<file path="config.mk">
export PLATFORM = sky130hd
export DESIGN_NAME = path_tester
export DESIGN_NICKNAME = d
export VERILOG_FILES = /design/src/rtl/path_tester_pkg.sv /design/src/rtl/path_tester_sat_counter.sv /design/src/rtl/path_tester.sv
export SDC_FILE = /design/constraint.sdc
export NUM_CORES = 1
export LEC_CHECK = 0
export ABC_AREA = 1
export BUFFER_PORTS_ARGS = -buffer_cell sky130_fd_sc_hd__buf_2
export CORE_ASPECT_RATIO = 1.1
export CORE_UTILIZATION = 55
export CTS_CLUSTER_SIZE = 8
export DETAILED_ROUTE_END_ITERATION = 10
export PLACE_DENSITY_LB_ADDON = 0.15
export SKIP_LAST_GASP = 1
export SLEW_MARGIN = 20
export SYNTH_ARGS = -nofsm -noshare
export SYNTH_HDL_FRONTEND = slang
export SYNTH_HIERARCHICAL = 1
export SYNTH_SLANG_ARGS = --single-unit
</file>
<file path="constraint.sdc">
create_clock -name clk -period 4.2 [get_ports clk]
set_input_delay 0.42 -clock clk [delete_from_list [all_inputs] [get_ports clk]]
set_output_delay 0.42 -clock clk [all_outputs]
set_load 0.01 [all_outputs]
</file>
<file path="src/rtl/path_tester_pkg.sv">
// path_tester_pkg: shared state encoding and widths for the launch/capture controller
package path_tester_pkg;
    typedef enum logic [1:0] {IDLE, LAUNCH, WAIT, REPORT} state_t;
    localparam int DUT_IN_W  = 4;
    localparam int DUT_OUT_W = 2;
    localparam int CNT_W_DEF = 8;
    localparam int LAT_W_DEF = 3;
endpackage

</file>
<file path="src/rtl/path_tester_sat_counter.sv">
// sat_counter: saturating up-counter with synchronous clear that overrides increment
module sat_counter #(
    parameter int W = 8
) (
    input  logic         clk,
    input  logic         rst,
    input  logic         clr,
    input  logic         inc,
    output logic [W-1:0] q
);
    logic [W-1:0] cnt_q, cnt_d;
    always_comb cnt_d = clr ? '0 : (inc && cnt_q != '1) ? cnt_q + W'(1) : cnt_q;
    always_ff @(posedge clk or posedge rst)
        if (rst) cnt_q <= '0;
        else     cnt_q <= cnt_d;
    assign q = cnt_q;
endmodule

</file>
<file path="src/rtl/path_tester.sv">
// path_tester: launches a pattern into a netlist, waits L cycles, captures and compares its outputs
module path_tester
    import path_tester_pkg::*;
#(
    parameter int CNT_W = CNT_W_DEF,
    parameter int LAT_W = LAT_W_DEF
) (
    input  logic                 clk,
    input  logic                 rst,
    input  logic                 start,
    input  logic [DUT_IN_W-1:0]  pattern,
    input  logic [DUT_OUT_W-1:0] expect_val,
    input  logic [LAT_W-1:0]     capture_lat,
    input  logic                 clear_count,
    input  logic [DUT_OUT_W-1:0] dut_out,
    output logic [DUT_IN_W-1:0]  dut_in,
    output logic                 busy,
    output logic                 done,
    output logic                 pass,
    output logic                 fail,
    output logic [DUT_OUT_W-1:0] mismatch,
    output logic [CNT_W-1:0]     fail_count
);
    state_t                 state_q, state_d;
    logic [DUT_IN_W-1:0]    dut_in_q, dut_in_d;
    logic [DUT_OUT_W-1:0]   exp_q, exp_d, mis_q, mis_d;
    logic [LAT_W-1:0]       lat_q, lat_d, cnt_q, cnt_d;

    always_comb begin
        state_d  = state_q;
        dut_in_d = dut_in_q;
        exp_d    = exp_q;
        lat_d    = lat_q;
        cnt_d    = cnt_q;
        mis_d    = mis_q;
        case (state_q)
            IDLE: if (start) begin
                state_d  = LAUNCH;
                dut_in_d = pattern;
                exp_d    = expect_val;
                lat_d    = capture_lat;
                mis_d    = '0;
            end
            LAUNCH: if (lat_q == '0) begin
                state_d = REPORT;
                mis_d   = dut_out ^ exp_q;
            end else begin
                state_d = WAIT;
                cnt_d   = lat_q - LAT_W'(1);
            end
            WAIT: if (cnt_q == '0) begin
                state_d = REPORT;
                mis_d   = dut_out ^ exp_q;
            end else begin
                cnt_d = cnt_q - LAT_W'(1);
            end
            REPORT: state_d = IDLE;
            default: state_d = IDLE;
        endcase
    end

    always_ff @(posedge clk or posedge rst)
        if (rst) begin
            state_q  <= IDLE;
            dut_in_q <= '0;
            exp_q    <= '0;
            lat_q    <= '0;
            cnt_q    <= '0;
            mis_q    <= '0;
        end else begin
            state_q  <= state_d;
            dut_in_q <= dut_in_d;
            exp_q    <= exp_d;
            lat_q    <= lat_d;
            cnt_q    <= cnt_d;
            mis_q    <= mis_d;
        end

    assign dut_in   = dut_in_q;
    assign busy     = state_q != IDLE;
    assign done     = state_q == REPORT;
    assign fail     = done & |mis_q;
    assign pass     = done & ~|mis_q;
    assign mismatch = mis_q;

    sat_counter #(.W(CNT_W)) u_fail_cnt (
        .clk (clk),
        .rst (rst),
        .clr (clear_count),
        .inc (fail),
        .q   (fail_count)
    );
endmodule

</file>
==> results of run 1 <==
## final timing paths
check | from | end | slack [ns] | depth (start not counted)
setup / recovery | state_q[0]$_DFFE_PP0P_ | fail | 2.29 | 4
hold / removal | rst | u_fail_cnt/q[5]$_DFFE_PP0P_ | 0.04 | 2
min in group clk | pattern[3] | dut_in[3]$_DFFE_PP0P_ | 0.33 | 2
hold reg to reg | cnt_q[0]$_DFFE_PP0P_ | cnt_q[0]$_DFFE_PP0P_ | 0.50 | 2
setup reg to reg | state_q[0]$_DFFE_PP0P_ | cnt_q[2]$_DFFE_PP0P_ | 2.60 | 9
max in group asynchronous | rst | mismatch[0]$_DFFE_PP0P_ | 3.67 | 2
## per-stage QoR
step / cells / area [sq um] / hold slack (ns) / setup WS (ns) / power (W)
6_report: 231 / 1600 / 0.0414 / 2.29 / 0.000984
5_1_grt: 231 / 1600 / 0.0458 / 2.19 / 0.00107
4_1_cts: 231 / 1600 / 0.0382 / 2.27 / 0.000994
3_5_place_dp: 227 / 1560 / 0.395 / 2.61 / 0.000874
3_3_place_gp: 227 / 1560 / 0.387 / 2.68 / 0.000841
2_1_floorplan: 165 / 1370 / 0.236 / 2.71 / 0.000738
## logic make-up after synthesis
logic type	after synthesis	synth area share (%)
buf+inv	20	5.87
simple gates	91	29.5
flops	24	44.0
compound gates	10	4.13
xor+xnor	3	1.93
mux	10	8.16
fa+ha+maj	7	6.42
## worst register-to-register path, delay by kind of cell, from the launching register on
family,cells,cell delay (ns)
compound gates,1,0.23
fa+ha+maj,2,0.48
flops,1,0.44
simple gates,4,0.22
buf+inv,2,0.15
## power groups by stage
stage / registers, W / clock network, W / logic, W
6_report: 0.000374 / 0.000120 / 0.000490
5_1_grt: 0.000386 / 0.000131 / 0.000555
4_1_cts: 0.000375 / 0.000123 / 0.000495
3_5_place_dp: 0.000380 / 0 / 0.000495
3_3_place_gp: 0.000372 / 0 / 0.000468
2_1_floorplan: 0.000381 / 0 / 0.000357
## routing by layer
metal  wire length [um]  global-route usage, %  up-vias
li1                   -                      -      592
met1               1080                   23.5      531
met2               1380                   42.5       29
met3                109                   3.33        5
met4                 43                   8.57        0
met5                  0                      0        -
## area by class of cell
class | count | area (sq um)
Fill cell | 207 | 698
Timing Repair Buffer | 32 | 160
Sequential cell | 24 | 601
Inverter | 20 | 80.1
Multi-Input combinational cell | 121 | 684
Clock buffer | 4 | 36.3
Tap cell | 30 | 37.5
## flip-flops by register name (all words and copies together) (netlist names)
register and cells:
dut_in 4, state_q 2, u_fail_cnt/q 8, lat_q 3, mismatch 2, exp_q 2
cnt_q 3
## cells in the mapped netlist
cell type  count  area share (%)
nand2_1       53              15
dfrtp_1       24              44
inv_1         18             4.9
nor2_1        14             3.8
nand3_1       11             4.0
mux2_2         9             7.4
ha_1           7             6.4
nand2_2        5             2.3
a21oi_1        4             1.5
o21ai_0        4             1.5
nand2_4        2             1.6
xnor2_1        2             1.3
a21boi_0       1            0.55
a21oi_2        1            0.64
clkinv_4       1            0.64
inv_2          1            0.27
mux2i_1        1            0.73
nand3b_1       1            0.55
nor2_2         1            0.46
nor2_4         1            0.82
nor3_1         1            0.37
or2_1          1            0.46
or2_2          1            0.46
xor2_1         1            0.64
==> out/qor.yml, run 1 <==
worst_hold_path:
  hold_path.class: "in2async"
timing:
  setup_viol: 0
  fin_crit_ns: 1.91
  fin_tns_setup_ns: 0
  rsz0062_at_grt: "no"
  tightestPinTransition_ns: 0.587
  finalClockSkew_ns: 0.00202
  max_freq_mhz: 523
  slew_viol_final: 0
  finalCritPeriodShare_pct: 45.5
  hold_violations: 0
  slew_headroom_pct: 60.8
die:
  die_x_um: 49.5
  row_count: 18
  initial_utilization_pct: 59.4
  dieArea_sq_um: 2690
  die_height_um: 54.3
  io-pin-count: 33
  core-area_sq_um: 2300
global_routing:
  antenna_found_initial: 0
  grt_pass1_vias: 1111
  grt_pass1_wl_um: 4380
  grt_overflow: 0
  grt_max_degree: 17
  grtUsageTotal_pct: 21.5
finish:
  layout_common_cells: "nand2_1 (53), buf_2 (32), dfrtp_1 (24)"
  area_growth_pct: 17.1
  drive_above_1_share_pct: 28.9
  final_util_pct: 69.6
  insertedDiodeCount: 0
  final_common_cell: "nand2_1"
  num-nets-final: 224
cts:
  cts_tree: "yes"
  ctsHoldBuffers: 0
  clk_pin_slew_ns: 0.12
  cts_inserted_buffers: 3
  cts_root_buffer: "clkbuf_4"
  cts.htree.levels: 1
  cts_sinks: 24
  insertion_delay_ns: 0.31
  cts_setup_buffers: 0
  clk_path_buf_depth: 2
  post_cts_resized: 0
synth:
  synth_seq_cells: 24
  syn_area_sq_um: 1370
  yosysSeqAreaShare_pct: 44.0
  netlist_instances: 165
  yosys_warnings: 6
  syn-mean-instance-area_sq_um: 8.27
  syn_nets: 187
  yosysUniqueCellTypes: 24
place:
  io_buffers: 32
  hpwl_um: 2150
  globalplace.congestion: 0.851
setup_path:
  path_cells: "ha_1 -> inv_1 -> nor2_1 -> buf_2"
  cp_top_family: "flip-flops"
  cp_num_buf_inv: 2
  critPathSlowestCell: "dfrtp_1"
  crit_type: "reg2out"
  critPathMaxStageDelay_ns: 0.44
  critPathArrivalTime_ns: 1.49
  critPathRequiredTime_ns: 3.78
  critPathMaxFanout: 5
  crit_path_end_kind: "primary output"
  startpoint_type: "flip-flop"
power:
  seq_power_share_pct: 38.0
  irDropWorstVdd_uv: 474
  clockPowerShare_pct: 12.2
  powerDensity_nw_per_um2: 616
  power_frac_comb_pct: 49.8
  intPower_w: 0.000578
  power.share.switching_pct: 41.3
  leakagePower_nw: 0.895
  power.switching_w: 0.000406
status:
  status: "finished clean"
run:
  drv_cap: 0
drt:
  viasPerCell: 5.01
  ant_nets: 0
  finalWirelength_um: 2610
  wire_per_inst_um: 11.3
  vias: 1157
  drt_first_pass_iters: 4
  drcViolationCount: 0
  drt-initial-drc-count: 13
Power figures use the tool's default switching activity.
==> run 2: changes to the inputs <==
CORE_UTILIZATION = 52   (was 55)
clock period = 1.8 ns   (was 4.2 ns; I/O delays follow)
==> run 2 against run 1 <==
Compared with the run above: critical path type unchanged; die area grew 5.5%; largest power group unchanged; hold slack gained 0.042 ns; cell count grew 0.87%; worst setup slack lost 2.2 ns.
==> out/qor.yml, run 2 (synthesis gave the netlist of run 1 again) <==
run:
  drv_cap: 0
timing:
  slew_headroom_pct: 59.9
  rsz0062_at_grt: "no"
  max_freq_mhz: 592
  tightestPinTransition_ns: 0.600
  finalCritPeriodShare_pct: 93.9
  finalClockSkew_ns: 0.00854
  setup_viol: 0
  fin_tns_setup_ns: 0
  hold_violations: 0
  fin_crit_ns: 1.69
  slew_viol_final: 0
setup_path:
  critPathMaxStageDelay_ns: 0.43
  critPathSlowestCell: "dfrtp_1"
  path_cells: "ha_1 -> inv_1 -> nor2_1 -> buf_2"
  critPathRequiredTime_ns: 1.62
  ff2ff_path_depth: 9
  endpoint: "fail"
  crit_type: "reg2out"
  crit_cells: 4
  rr_startpoint: "state_q[0]$_DFFE_PP0P_"
  rrSetupSlack_ns: 0.20
  cp_num_buf_inv: 2
  startpoint_type: "flip-flop"
  critPathArrivalTime_ns: 1.51
  cp_top_family: "flip-flops"
  cp-startpoint: "state_q[0]$_DFFE_PP0P_"
  r2r-end: "cnt_q[2]$_DFFE_PP0P_"
  crit_path_end_kind: "primary output"
  critPathMaxFanout: 5
die:
  die_height_um: 55.7
  initial_utilization_pct: 54.7
  io-pin-count: 33
  dieArea_sq_um: 2830
  core-area_sq_um: 2500
  die_x_um: 50.9
  row_count: 19
finish:
  largest_reg_flops: 8
  area_growth_pct: 19.2
  fillers: 217
  final_common_cell: "nand2_1"
  multiInputGateArea_sq_um: 684
  drive_above_1_share_pct: 28.7
  insertedDiodeCount: 0
  layout_common_cells: "nand2_1 (53), buf_2 (32), dfrtp_1 (24)"
  num-nets-final: 225
  regArea_sq_um: 601
drt:
  drcViolationCount: 0
  finalWirelength_um: 2560
  ant_nets: 0
  drt_first_pass_iters: 4
  vias: 1144
  wire_per_inst_um: 11.0
  viasPerCell: 4.91
  drt-initial-drc-count: 37
cts:
  cts_setup_buffers: 0
  clk_path_buf_depth: 2
  cts_sinks: 24
  cts_tree: "yes"
  cts.htree.levels: 1
  cts_inserted_buffers: 3
  insertion_delay_ns: 0.31
  clk_pin_slew_ns: 0.13
  cts_root_buffer: "clkbuf_4"
power:
  leakagePower_nw: 0.906
  finalPower_w: 0.00238
  powerDensity_nw_per_um2: 1470
  irDropWorstVdd_uv: 1040
worst_hold_path:
  hold_path.class: "in2reg"
place:
  globalplace.congestion: 0.795
  io_buffers: 32
  hpwl_um: 2050
global_routing:
  grtUsageTotal_pct: 21.1
  antenna_found_initial: 0
  grt_pass1_wl_um: 4550
  grt_overflow: 0
  grt_pass1_vias: 1127
  grt_max_degree: 17
status:
  status: "finished clean"
## run 2: power breakdown
part / total [W] / switching [W] / internal, W / leakage, nW
Clock: 0.000385 / 0.000160 / 0.000225 / 0.0279
Combinational: 0.00113 / 0.000635 / 0.000495 / 0.574
Sequential: 0.000869 / 0.000137 / 0.000732 / 0.304
Total: 0.00238 / 0.000931 / 0.00145 / 0.906
## run 2: final cells by class
class                      count  area share, %
tap                           31           2.38
inverter                      20           4.92
multi-input combinational    121           42.1
timing repair buffer          33           10.5
sequential                    24           36.9
clock inverter                 1           1.85
clock buffer                   3           1.38
## run 2: stage by stage
| stage | std cells | hold slack (ns) | util (%) | setup WS, ns | instance area, sq um |
|---|---|---|---|---|---|
| after floorplan | 165 | -0.00434 | - | 0.310 | 1370 |
| after global placement | 228 | 0.158 | 62.7 | 0.297 | 1560 |
| after detailed placement | 228 | 0.162 | 62.7 | 0.196 | 1560 |
| after CTS | 233 | 0.0696 | 65.2 | 0.0847 | 1630 |
| after global routing | 233 | 0.0708 | 65.2 | 0.00844 | 1630 |
| final | 233 | 0.0829 | 65.2 | 0.109 | 1630 |
## run 2: per-layer routing
layer	up-vias	GRT usage (%)	wire length, um
li1	592	-	-
met5	-	0	0
met1	521	25.5	1100
met4	0	7.14	27
met2	27	37.1	1330
met3	4	3.83	112
## run 2: how the worst min path moves through the flow
stage / start / end / slack, ns / cells after the start
final: capture_lat[1] / lat_q[1]$_DFFE_PP0P_ / 0.08 / 2
after global placement: rst / u_fail_cnt/q[5]$_DFFE_PP0P_ / 0.16 / 2
after detailed placement: rst / u_fail_cnt/q[5]$_DFFE_PP0P_ / 0.16 / 2
after CTS: capture_lat[1] / lat_q[1]$_DFFE_PP0P_ / 0.07 / 2
after floorplan: rst / u_fail_cnt/q[0]$_DFFE_PP0P_ / -0.004 / 1
after global routing: capture_lat[1] / lat_q[1]$_DFFE_PP0P_ / 0.07 / 2
## run 2: repair_timing
item / CTS / global route
endpoints found under the hold margin: 24 / 0
hold buffers: 1 / 0
gates resized for setup: 0 / 0
